--- src/rtl/cpu_pipe_pkg.sv ---
// Shared pipeline-stage definitions: default widths, occupancy state encoding, ctrl-vector bit positions.
package cpu_pipe_pkg;

  localparam int unsigned DATA_W_DEF      = 96;
  localparam int unsigned CTRL_W_DEF      = 3;
  localparam int unsigned STALL_CNT_W_DEF = 16;

  // Payload widths as packed by each instantiating stage
  localparam int unsigned IF_ID_DATA_W  = 64;
  localparam int unsigned ID_EX_DATA_W  = 96;
  localparam int unsigned EX_MEM_DATA_W = 96;
  localparam int unsigned MEM_WB_DATA_W = 64;

  // Occupancy encoding doubles as the entry count reported on the occupancy port
  typedef enum logic [1:0] {
    ST_EMPTY = 2'd0,
    ST_ONE   = 2'd1,
    ST_FULL  = 2'd2
  } occ_state_e;

  localparam int unsigned CTRL_REGWRITE = 0;
  localparam int unsigned CTRL_LOWRITE  = 1;
  localparam int unsigned CTRL_HIWRITE  = 2;

endpackage

--- src/rtl/pipe_entry_reg.sv ---
// One pipeline entry (valid + ctrl + data). Kill clears valid/ctrl but keeps data; load captures data/ctrl.
module pipe_entry_reg
  import cpu_pipe_pkg::*;
#(
  parameter int unsigned DATA_W = DATA_W_DEF,
  parameter int unsigned CTRL_W = CTRL_W_DEF
) (
  input  logic              clk,
  input  logic              CLR,
  input  logic              i_clr_ctrl,
  input  logic              i_load,
  input  logic              i_valid_d,
  input  logic [DATA_W-1:0] i_data,
  input  logic [CTRL_W-1:0] i_ctrl,
  output logic              o_valid,
  output logic [DATA_W-1:0] o_data,
  output logic [CTRL_W-1:0] o_ctrl
);

  logic              r_valid;
  logic [DATA_W-1:0] r_data;
  logic [CTRL_W-1:0] r_ctrl;

  always_ff @(posedge clk) begin
    if (CLR) begin
      r_valid <= 1'b0;
      r_data  <= '0;
      r_ctrl  <= '0;
    end else if (i_clr_ctrl) begin
      r_valid <= 1'b0;
      r_ctrl  <= '0;
    end else begin
      r_valid <= i_valid_d;
      if (i_load) begin
        r_data <= i_data;
        r_ctrl <= i_ctrl;
      end
    end
  end

  assign o_valid = r_valid;
  assign o_data  = r_data;
  assign o_ctrl  = r_ctrl;

endmodule

--- src/rtl/pipe_stage_skid.sv ---
// Inter-stage register with valid/ready, flush and optional 2-entry skid; 1-cycle latency, full throughput.
// SKID_EN=1: in_ready registered (!skid valid); SKID_EN=0: in_ready = !out_valid || out_ready.
module pipe_stage_skid
  import cpu_pipe_pkg::*;
#(
  parameter int unsigned DATA_W      = DATA_W_DEF,
  parameter int unsigned CTRL_W      = CTRL_W_DEF,
  parameter bit          SKID_EN     = 1'b1,
  parameter int unsigned STALL_CNT_W = STALL_CNT_W_DEF
) (
  input  logic                   clk,
  input  logic                   CLR,
  input  logic                   flush,
  input  logic                   in_valid,
  output logic                   in_ready,
  input  logic [DATA_W-1:0]      in_data,
  input  logic [CTRL_W-1:0]      in_ctrl,
  output logic                   out_valid,
  input  logic                   out_ready,
  output logic [DATA_W-1:0]      out_data,
  output logic [CTRL_W-1:0]      out_ctrl,
  output logic [1:0]             occupancy,
  output logic [STALL_CNT_W-1:0] stall_cnt
);

  occ_state_e             r_state;
  occ_state_e             w_state_nxt;
  logic                   w_main_load;
  logic                   w_main_from_skid;
  logic                   w_main_v;
  logic                   w_skid_v;
  logic                   w_in_fire;
  logic                   w_out_fire;
  logic [DATA_W-1:0]      w_main_data;
  logic [CTRL_W-1:0]      w_main_ctrl;
  logic [DATA_W-1:0]      w_skid_data;
  logic [CTRL_W-1:0]      w_skid_ctrl;
  logic [STALL_CNT_W-1:0] r_stall_cnt;

  assign in_ready   = SKID_EN ? !w_skid_v : (!w_main_v || out_ready);
  assign w_in_fire  = in_valid && in_ready;
  assign w_out_fire = w_main_v && out_ready;

  always_ff @(posedge clk) begin
    if (CLR) r_state <= ST_EMPTY;
    else     r_state <= w_state_nxt;
  end

  always_comb begin
    w_state_nxt      = r_state;
    w_main_load      = 1'b0;
    w_main_from_skid = 1'b0;
    unique case (r_state)
      ST_EMPTY: begin
        if (w_in_fire) begin
          w_state_nxt = ST_ONE;
          w_main_load = 1'b1;
        end
      end
      ST_ONE: begin
        if (w_in_fire && w_out_fire) begin
          w_main_load = 1'b1;
        end else if (w_in_fire && SKID_EN) begin
          w_state_nxt = ST_FULL;
        end else if (w_out_fire) begin
          w_state_nxt = ST_EMPTY;
        end
      end
      ST_FULL: begin
        if (w_out_fire) begin
          w_state_nxt      = ST_ONE;
          w_main_load      = 1'b1;
          w_main_from_skid = 1'b1;
        end
      end
      default: w_state_nxt = ST_EMPTY;
    endcase
    // Flush discards everything, including a same-cycle input
    if (flush) w_state_nxt = ST_EMPTY;
  end

  pipe_entry_reg #(.DATA_W(DATA_W), .CTRL_W(CTRL_W)) u_main (
    .clk        (clk),
    .CLR        (CLR),
    .i_clr_ctrl (flush),
    .i_load     (w_main_load),
    .i_valid_d  (w_state_nxt != ST_EMPTY),
    .i_data     (w_main_from_skid ? w_skid_data : in_data),
    .i_ctrl     (w_main_from_skid ? w_skid_ctrl : in_ctrl),
    .o_valid    (w_main_v),
    .o_data     (w_main_data),
    .o_ctrl     (w_main_ctrl)
  );

  generate
    if (SKID_EN) begin : g_skid
      pipe_entry_reg #(.DATA_W(DATA_W), .CTRL_W(CTRL_W)) u_skid (
        .clk        (clk),
        .CLR        (CLR),
        .i_clr_ctrl (flush),
        .i_load     ((r_state == ST_ONE) && (w_state_nxt == ST_FULL)),
        .i_valid_d  (w_state_nxt == ST_FULL),
        .i_data     (in_data),
        .i_ctrl     (in_ctrl),
        .o_valid    (w_skid_v),
        .o_data     (w_skid_data),
        .o_ctrl     (w_skid_ctrl)
      );
    end else begin : g_noskid
      assign w_skid_v    = 1'b0;
      assign w_skid_data = '0;
      assign w_skid_ctrl = '0;
    end
  endgenerate

  always_ff @(posedge clk) begin
    if (CLR) begin
      r_stall_cnt <= '0;
    end else if (w_main_v && !out_ready && (r_stall_cnt != '1)) begin
      r_stall_cnt <= r_stall_cnt + STALL_CNT_W'(1);
    end
  end

  assign out_valid = w_main_v;
  assign out_data  = w_main_data;
  // Stale ctrl after a drain must not reach downstream write enables
  assign out_ctrl  = w_main_v ? w_main_ctrl : '0;
  assign occupancy = r_state;
  assign stall_cnt = r_stall_cnt;

endmodule

--- config.mk ---
export PLATFORM = sky130hd
export DESIGN_NAME = pipe_stage_skid
export DESIGN_NICKNAME = d
export VERILOG_FILES = /design/src/rtl/cpu_pipe_pkg.sv /design/src/rtl/pipe_entry_reg.sv /design/src/rtl/pipe_stage_skid.sv
export SDC_FILE = /design/constraint.sdc
export NUM_CORES = 1
export LEC_CHECK = 0
export ABC_AREA = 1
export ABC_CLOCK_PERIOD_IN_PS = 1600
export BUFFER_PORTS_ARGS = -buffer_cell sky130_fd_sc_hd__clkbuf_2
export CAP_MARGIN = 40
export CORE_MARGIN = 2
export CORE_UTILIZATION = 48
export CTS_CLUSTER_SIZE = 14
export DETAILED_ROUTE_END_ITERATION = 12
export GPL_TIMING_DRIVEN = 0
export PLACE_DENSITY = 0.76
export SKIP_LAST_GASP = 1
export SYNTH_ARGS = -nofsm -noshare
export SYNTH_HDL_FRONTEND = slang
export SYNTH_SLANG_ARGS = --single-unit
--- constraint.sdc ---
create_clock -name clk -period 1.6 [get_ports clk]
set_input_delay 0.16 -clock clk [delete_from_list [all_inputs] [get_ports clk]]
set_output_delay 0.16 -clock clk [all_outputs]
set_load 0.03 [all_outputs]
==> results of run 1 <==
[per-stage QoR]
stage | utilization | setup WS, ps | area (µm²)
finish | 0.702 | 53.3 | 12600
global route | 0.702 | -57.8 | 12600
CTS | 0.683 | -3.21 | 12300
detailed placement | 0.568 | -304 | 10200
global placement | 0.568 | -286 | 10200
floorplan | - | 0.262 | 8810
[sequential cells by signal (all words and copies together), names as in the netlist]
signal	cells
g_skid.u_skid.o_valid	1
u_main.o_valid	1
g_skid.u_skid.o_data	96
g_skid.u_skid.o_ctrl	3
u_main.o_data	96
occupancy	2
u_main.o_ctrl	3
stall_cnt	16
[report_power, final]
part | switching, mW | internal, mW
Sequential | 0.119 | 5.68
Clock | 2.25 | 3.09
Combinational | 1.10 | 0.734
[routing by layer]
layer  global-route usage  routed length, µm  vias up
li1                     -                  -     4638
met1                0.345              11700     4254
met2                0.438              12700      322
met3               0.0547               1850       69
met4               0.0867                983        0
met5                    0                  0        -
[path summary, 6_finish.rpt]
path,start,endpoint,slack [ps],cells after the start
worst min-delay path,flush,occupancy[0],60,4
worst min register to register,g_skid.u_skid.o_data[64],g_skid.u_skid.o_data[64],450,2
worst max register to register,stall_cnt[0],stall_cnt[13],50,9
worst max-delay path,stall_cnt[0],stall_cnt[13],50,9
[worst register-to-register path, cell delays in order (launching register included)]
cell,delay (ps)
dfxtp_4,380
ha_4,150
nand2_2,90
nor2_4,140
nand2_2,90
o21ai_4,210
inv_4,80
buf_6,150
nand2_1,60
a21oi_1,60
[area by class of cell]
class / count / area, µm² / share of cell area
Sequential cell: 218 / 4390 / 0.348
Tap cell: 229 / 287 / 0.0227
Clock inverter: 11 / 77.6 / 0.00615
Timing Repair Buffer: 346 / 2420 / 0.192
Clock buffer: 32 / 701 / 0.0556
Buffer: 87 / 606 / 0.0480
Multi-Input combinational cell: 740 / 3680 / 0.292
Antenna cell: 2 / 5.00 / 0.000397
Inverter: 120 / 453 / 0.0359
[layout by cell type (no fill, tap or decap), types with 2 or more instances in the layout]
cell,netlist,routed
inv_1,117,115
buf_8,0,6
a21oi_2,0,7
nor2_4,0,4
buf_4,11,21
dfxtp_2,0,2
nand2_1,66,62
nand2_4,1,2
dfxtp_1,218,211
o21ai_0,174,116
dfxtp_4,0,5
a31oi_1,3,3
nand3_1,7,7
nor3_1,3,3
a21oi_1,304,297
inv_2,3,4
dlygate4sd3_1,0,99
nand3_4,0,2
clkbuf_4,0,10
buf_6,2,9
clkbuf_8,0,7
clkinv_2,0,7
xnor2_1,2,2
clkinvlp_4,0,2
buf_12,0,8
nor2_2,2,5
diode_2,0,2
nand4_1,6,6
o21ai_1,24,81
clkbuf_16,0,28
a211oi_1,3,3
nand2_2,2,5
clkbuf_1,46,24
clkbuf_2,2,225
nor2_1,130,123
buf_2,26,27
xor2_1,6,6
[cell families after synthesis]
| family | after synthesis | share of synthesized area |
|---|---|---|
| xor+xnor | 8 | 0.00797 |
| fa+ha+maj | 1 | 0.00142 |
| flops | 218 | 0.496 |
| simple gates | 222 | 0.103 |
| buf+inv | 209 | 0.0996 |
| compound gates | 509 | 0.291 |
[what timing repair did]
item	in CTS	in global routing
gates resized for setup	71	121
endpoints found under the hold margin	194	0
setup endpoints to repair	208	198
cloned	2	4
pin swaps	5	5
setup buffers	11	8
hold buffers	99	0
==> summary.md, run 1 <==
| Metric | Value |
|---|---|
| Total Power | `13.0 mW` |
| Starting Density | `0.489` |
| First-pass GRT wire length | `43200 µm` |
| Critical Path, Cell by Cell | `ha_4 -> nand2_2 -> nor2_4 -> nand2_2 -> o21ai_4 -> inv_4 -> buf_6 -> nand2_1 -> a21oi_1` |
| Final hold viol count | `0` |
| Sequential share of the synthesized area | `0.496` |
| Fill cell count | `1460` |
| Prevailing post-synth register cell | `dfxtp_1` |
| Yosys top cell by area | `dfxtp_1` |
| Tmin final | `approximately 1500 ps` |
| Die Ht | `139 µm` |
| Syn_area_per_cell | `7.53 µm²` |
| Largest net degree at the start of global routing | `14` |
| Worst-Margin Slew | `792 ps` |
| Synth area leaders | `dfxtp_1, a21oi_1, o21ai_0` |
| Post-Layout Cell Count | `1785` |
| RSZ-0062 raised after global routing | `true` |
| Clock Latency Late Sink | `520 ps` |
| Layout cell share with drive strength beyond 1 | `0.254` |
| Setup TNS | `0 ps` |
| Run status | `finished, final reports clean` |
| Syn_nets | `roughly 1300` |
| Most numerous cell in the Yosys netlist | `a21oi_1` |
| Yosys reg bits | `218` |
| Cell Area, Synth | `between 8000 and 9000 µm²` |
| Max Freq | `647 MHz` |
| Placed Cells | `around 1600` |
| Sinks on the clock net | `218` |
| Clock root cell | `clkbuf_16` |
| Crit-path max FO | `10` |
| Post-synth cell types | `30` |
| Pwr dens | `1030 nW/µm²` |
| Critical Path End Type | `register` |
| Post-route ant nets | `0` |
| Worst EP required | `1970 ps` |
| Number of flops mapped to enable cells by yosys | `0` |
| Clock-pin slew on the worst setup and hold paths | `60 ps` |
| Layout area overhead | `43.5%` |
| Syn. warnings | `0` |
| Initial DRC count | `451` |
| Die W | `139 µm` |
| CP Buf/Inv Count | `2` |
| Num rows | `49` |
| Vias per inst | `5.20` |
| Final HPWL DP | `roughly 17000 µm` |
| Maximum resistive drop on vdd | `0.886 mV` |
| # setup viols final | `0` |
| Share of flip-flops with an asynchronous set or reset | `0` |
| Fin nets | `1642` |
| Vias in the first global route | `8760` |
| Max Cap Viol | `0` |
| Antenna violations before repair | `2` |
| Type of origin of the critical path | `register` |
| GRT overflow | `0` |
| Final wirelength | `27200 µm` |
| Drc violations | `0` |
| Vias | `9283` |
| Largest stage delay, worst path | `380 ps` |
| CTS tree | `yes` |
| Crit-path leading delay family | `flip-flops` |
| Io pins | `223` |
| Worst hold slack | `62.7 ps` |
| Max_slew headroom | `0.472` |
| Die footprint | `between 15000 and 20000 µm²` |
| Critical Path AT | `around 1900 ps` |
| Hold Path Class | `in2reg` |
| Number of buffers created by CTS | `24` |
| Gpl congestion | `~0.88` |
| Depth of the CTS H-tree | `1` |
| Leak | `5.13 nW` |
| Layout Skew | `15.5 ps` |
| Post-synth top area share | `0.496` |
| Bufs on Longest Clock Path | `3` |
| Most frequent CP cell | `nand2_2` |
| Crit path kind | `reg2reg` |
| CP max-delay cell | `dfxtp_4` |
| Cells after Synth | `1167` |
| Routed WL per cell | `15.2 µm` |
| Period utilisation layout | `0.967` |
| 1st-pass router iterations | `4` |
| Total track usage | `0.264` |
| Final number of max-transition violations | `0` |
| PortBufs | `222` |
| Commonest cells post-synth | `a21oi_1, dfxtp_1, o21ai_0` |
| CORE AREA | `18000 µm²` |
(Power assumes the default switching activity.)
==> run 2: changes to the inputs <==
--- a/config.mk
+++ b/config.mk
@@ -10,7 +10,7 @@
 export BUFFER_PORTS_ARGS = -buffer_cell sky130_fd_sc_hd__clkbuf_2
 export CAP_MARGIN = 40
 export CORE_MARGIN = 2
-export CORE_UTILIZATION = 48
+export CORE_UTILIZATION = 50
 export CTS_CLUSTER_SIZE = 14
 export DETAILED_ROUTE_END_ITERATION = 12
 export GPL_TIMING_DRIVEN = 0
@@ -18,4 +18,5 @@
 export SKIP_LAST_GASP = 1
 export SYNTH_ARGS = -nofsm -noshare
 export SYNTH_HDL_FRONTEND = slang
+export SYNTH_HIERARCHICAL = 1
 export SYNTH_SLANG_ARGS = --single-unit
==> summary.md, run 2 <==
| Metric | Value |
|---|---|
| Worst Slack Setup Final | `-272 ps` |
| Antenna violations before repair | `0` |
| Worst r2r src | `occupancy[1]` |
| Hold Path Class | `in2reg` |
| Die Ht | `153 µm` |
| Syn_area_per_cell | `about 7.2 µm²` |
| Failing checks | `setup timing` |
| # setup viols final | `194` |
| PortBufs | `222` |
| GRT overflow | `0` |
| Post-synth cell types | `28` |
| CTS tree | `yes` |
| Initial DRC count | `633` |
| Number of buffers created by CTS | `25` |
| Simple-gate share of the synthesized area | `0.331` |
| Num rows | `54` |
| Yosys top cell by area | `dfxtp_1` |
| Critical Path AT | `2330 ps` |
| Synth Area in Adders | `0.00112` |
| Most frequent cells in the layout | `nor2_1, nand2_1, clkbuf_2` |
| Max_slew headroom | `0.542` |
| Syn_nets | `1664` |
| Die footprint | `23500 µm²` |
| Clock-pin slew on the worst setup and hold paths | `60 ps` |
| Max Cap Viol | `0` |
| CP max-delay cell | `dfxtp_4` |
| Synth area leaders | `dfxtp_1, nor2_1, mux2_4` |
| Commonest cells post-synth | `nor2_1, nand2_1, dfxtp_1` |
| Final number of max-transition violations | `0` |
| Gpl congestion | `0.864` |
| Vias | `between 10000 and 15000` |
| Yosys reg bits | `between 200 and 250` |
| Cell Area, Synth | `~11000 µm²` |
| Worst EP required | `2050 ps` |
| Layout area overhead | `46.9%` |
| Tmin final | `between 1500 and 2000 ps` |
| Fin nets | `2071` |
| Placed inst area | `12700 µm²` |
| Depth of the CTS H-tree | `1` |
| Setup crit end | `u_main/o_data[64]` |
| Vias in the first global route | `10800` |
| First-pass GRT wire length | `51600 µm` |
| Synth Area in XOR/XNOR | `0.00393` |
| Most common cell after layout, fill and taps aside | `nor2_1` |
| Number of flops mapped to enable cells by yosys | `0` |
| Area of all placed cells without fillers | `16400 µm²` |
| Post-synth top area share | `0.391` |
| Largest net degree at the start of global routing | `13` |
| Io pins | `approximately 220` |
| Max Freq | `534 MHz` |
| Final HPWL DP | `20000 µm` |
| Reg2reg path depth | `13` |
| Share of flip-flops with an asynchronous set or reset | `0` |
| Routed WL per cell | `15.0 µm` |
| Critical Path, Cell by Cell | `inv_4 -> nor2_4 -> nand2_2 -> buf_12 -> buf_12 -> nand2_8 -> buf_12 -> clkinv_8 -> nor2_4 -> buf_12 -> clkbuf_16 -> nor2_1 -> nor2_1` |
| Period utilisation layout | `1.17` |
| Vias per inst | `5.03` |
| Compound-Gate Fraction of Synth Area | `0.0116` |
| Prevailing post-synth register cell | `dfxtp_1` |
| Syn. warnings | `6` |
| Total track usage | `0.261` |
| Bufs on Longest Clock Path | `3` |
| Worst R2R End | `u_main/o_data[64]` |
| Crit-path max FO | `8` |
| Pwr dens | `828 nW/µm²` |
| Ant diodes | `0` |
| Cells after Synth | `approximately 1600` |
| Leak | `8.44 nW` |
| Total Power | `13.6 mW` |
| Crit path kind | `reg2reg` |
| Drc violations | `0` |
| Starting Density | `0.511` |
| Critical Path End Type | `register` |
| Main combinational cell family by area after synthesis | `simple AND/OR/NAND/NOR gates` |
| Most frequent CP cell | `buf_12` |
| Layout Skew | `about 15 ps` |
| Final wirelength | `34000 µm` |
| Clock Latency Late Sink | `530 ps` |
| Post-route ant nets | `0` |
| Die W | `153 µm` |
| Maximum resistive drop on vdd | `0.707 mV` |
| Run status | `complete, but fails checks` |
| Place WS | `-528 ps` |
| Most numerous cell in the Yosys netlist | `nor2_1` |
| Crit-path leading delay family | `buffers and inverters` |
| Clock root cell | `clkbuf_16` |
| Final hold viol count | `0` |
| Largest stage delay, worst path | `380 ps` |
| Multiplexer area fraction after synthesis | `0.130` |
| Crit. Startpoint | `occupancy[1]` |
| Layout cell share with drive strength beyond 1 | `0.330` |
| RSZ-0062 raised after global routing | `true` |
| Sinks on the clock net | `218` |
| CP Buf/Inv Count | `7` |
| Sequential share of the synthesized area | `0.391` |
| CORE AREA | `21800 µm²` |
| 1st-pass router iterations | `5` |
| Reg2reg setup slack | `-270 ps` |
| Worst-Margin Slew | `687 ps` |
| Stages on the worst setup path | `13` |
| Type of origin of the critical path | `register` |
==> run 2: changes by cell type after synthesis, moves of 5 or more <==
cell,change
inv_1,+99
nor2_4,+6
buf_12,+9
o21ai_0,-173
buf_4,+5
mux2_4,+88
clkbuf_1,-9
a21oi_1,-284
o21ai_1,-24
inv_2,+5
nand2_1,+199
nand3_1,+195
nor2_1,+278
mux2_2,+11
==> run 2: cells by family (layout without fill, tap and decap cells) <==
kind of cell | Yosys count | in the layout
flops | 218 | 218
compound gates | 23 | 24
buf+inv | 319 | 740
xor+xnor | 5 | 5
mux | 99 | 99
fa+ha+maj | 1 | 1
simple gates | 894 | 894
==> run 2: cell type report <==
| cell class | count | area [µm²] |
|---|---|---|
| clock buffers | 38 | 754 |
| plain buffers | 93 | 1010 |
| fillers | 1531 | 5440 |
| flip-flops and latches | 218 | 4380 |
| inverters | 224 | 863 |
| multi-input cells | 1023 | 5960 |
| well taps | 280 | 350 |
| clock inverters | 4 | 27.5 |
| repair buffers | 381 | 3040 |
==> run 2: what timing repair did <==
action | 4_1_cts | 5_1_grt
resized for setup | 131 | 192
hold buffers | 100 | 0
setup endpoints to repair | 209 | 213
hold endpoints to repair | 101 | 0
pin swaps | 28 | 89
gates cloned | 15 | 11
setup buffers | 26 | 11
==> run 2: how the worst min path moves through the flow <==
stage	from	endpoint	slack, ps	cells after the start
2_1_floorplan	CLR	stall_cnt[1]	220	1
3_3_place_gp	in_ctrl[2]	g_skid.u_skid/o_ctrl[2]	420	3
3_5_place_dp	in_ctrl[0]	g_skid.u_skid/o_ctrl[0]	430	3
4_1_cts	out_ready	stall_cnt[8]	30	4
5_1_grt	out_ready	stall_cnt[8]	70	4
6_report	out_ready	stall_cnt[8]	50	4
==> run 2: metrics by stage <==
stage	hold WS [ps]	util	setup TNS [ps]	cells
4_1_cts	26.6	0.709	-32870	2243
6_report	54.7	0.751	-31910	2261
3_5_place_dp	426	0.582	-76370	2061
5_1_grt	70.7	0.751	-46160	2261
2_1_floorplan	222	-	-9010	1559
3_3_place_gp	418	0.582	-70200	2061
==> run 2: layer usage <==
metal / track usage / up-vias / wire length [µm] / share of wire
li1: - / 5575 / - / -
met1: 0.321 / 5299 / 13900 / 0.41
met2: 0.473 / 415 / 17000 / 0.50
met3: 0.0403 / 83 / 2070 / 0.061
met4: 0.0734 / 0 / 1040 / 0.030
met5: 0 / - / 0 / 0
==> run 2: tightest hold or removal path: stages <==
cell,delay [ps]
clkbuf_2,130
nor2_4,80
nand3_1,100
a21oi_1,60
==> run 2: power by group <==
part           total [mW]  internal, mW  leakage, nW  switching [mW]
Sequential           5.73          5.61         1.78           0.116
Clock                5.49          3.22        0.385            2.26
Combinational        2.35          1.02         6.28            1.33
Total                13.6          9.85         8.44            3.71
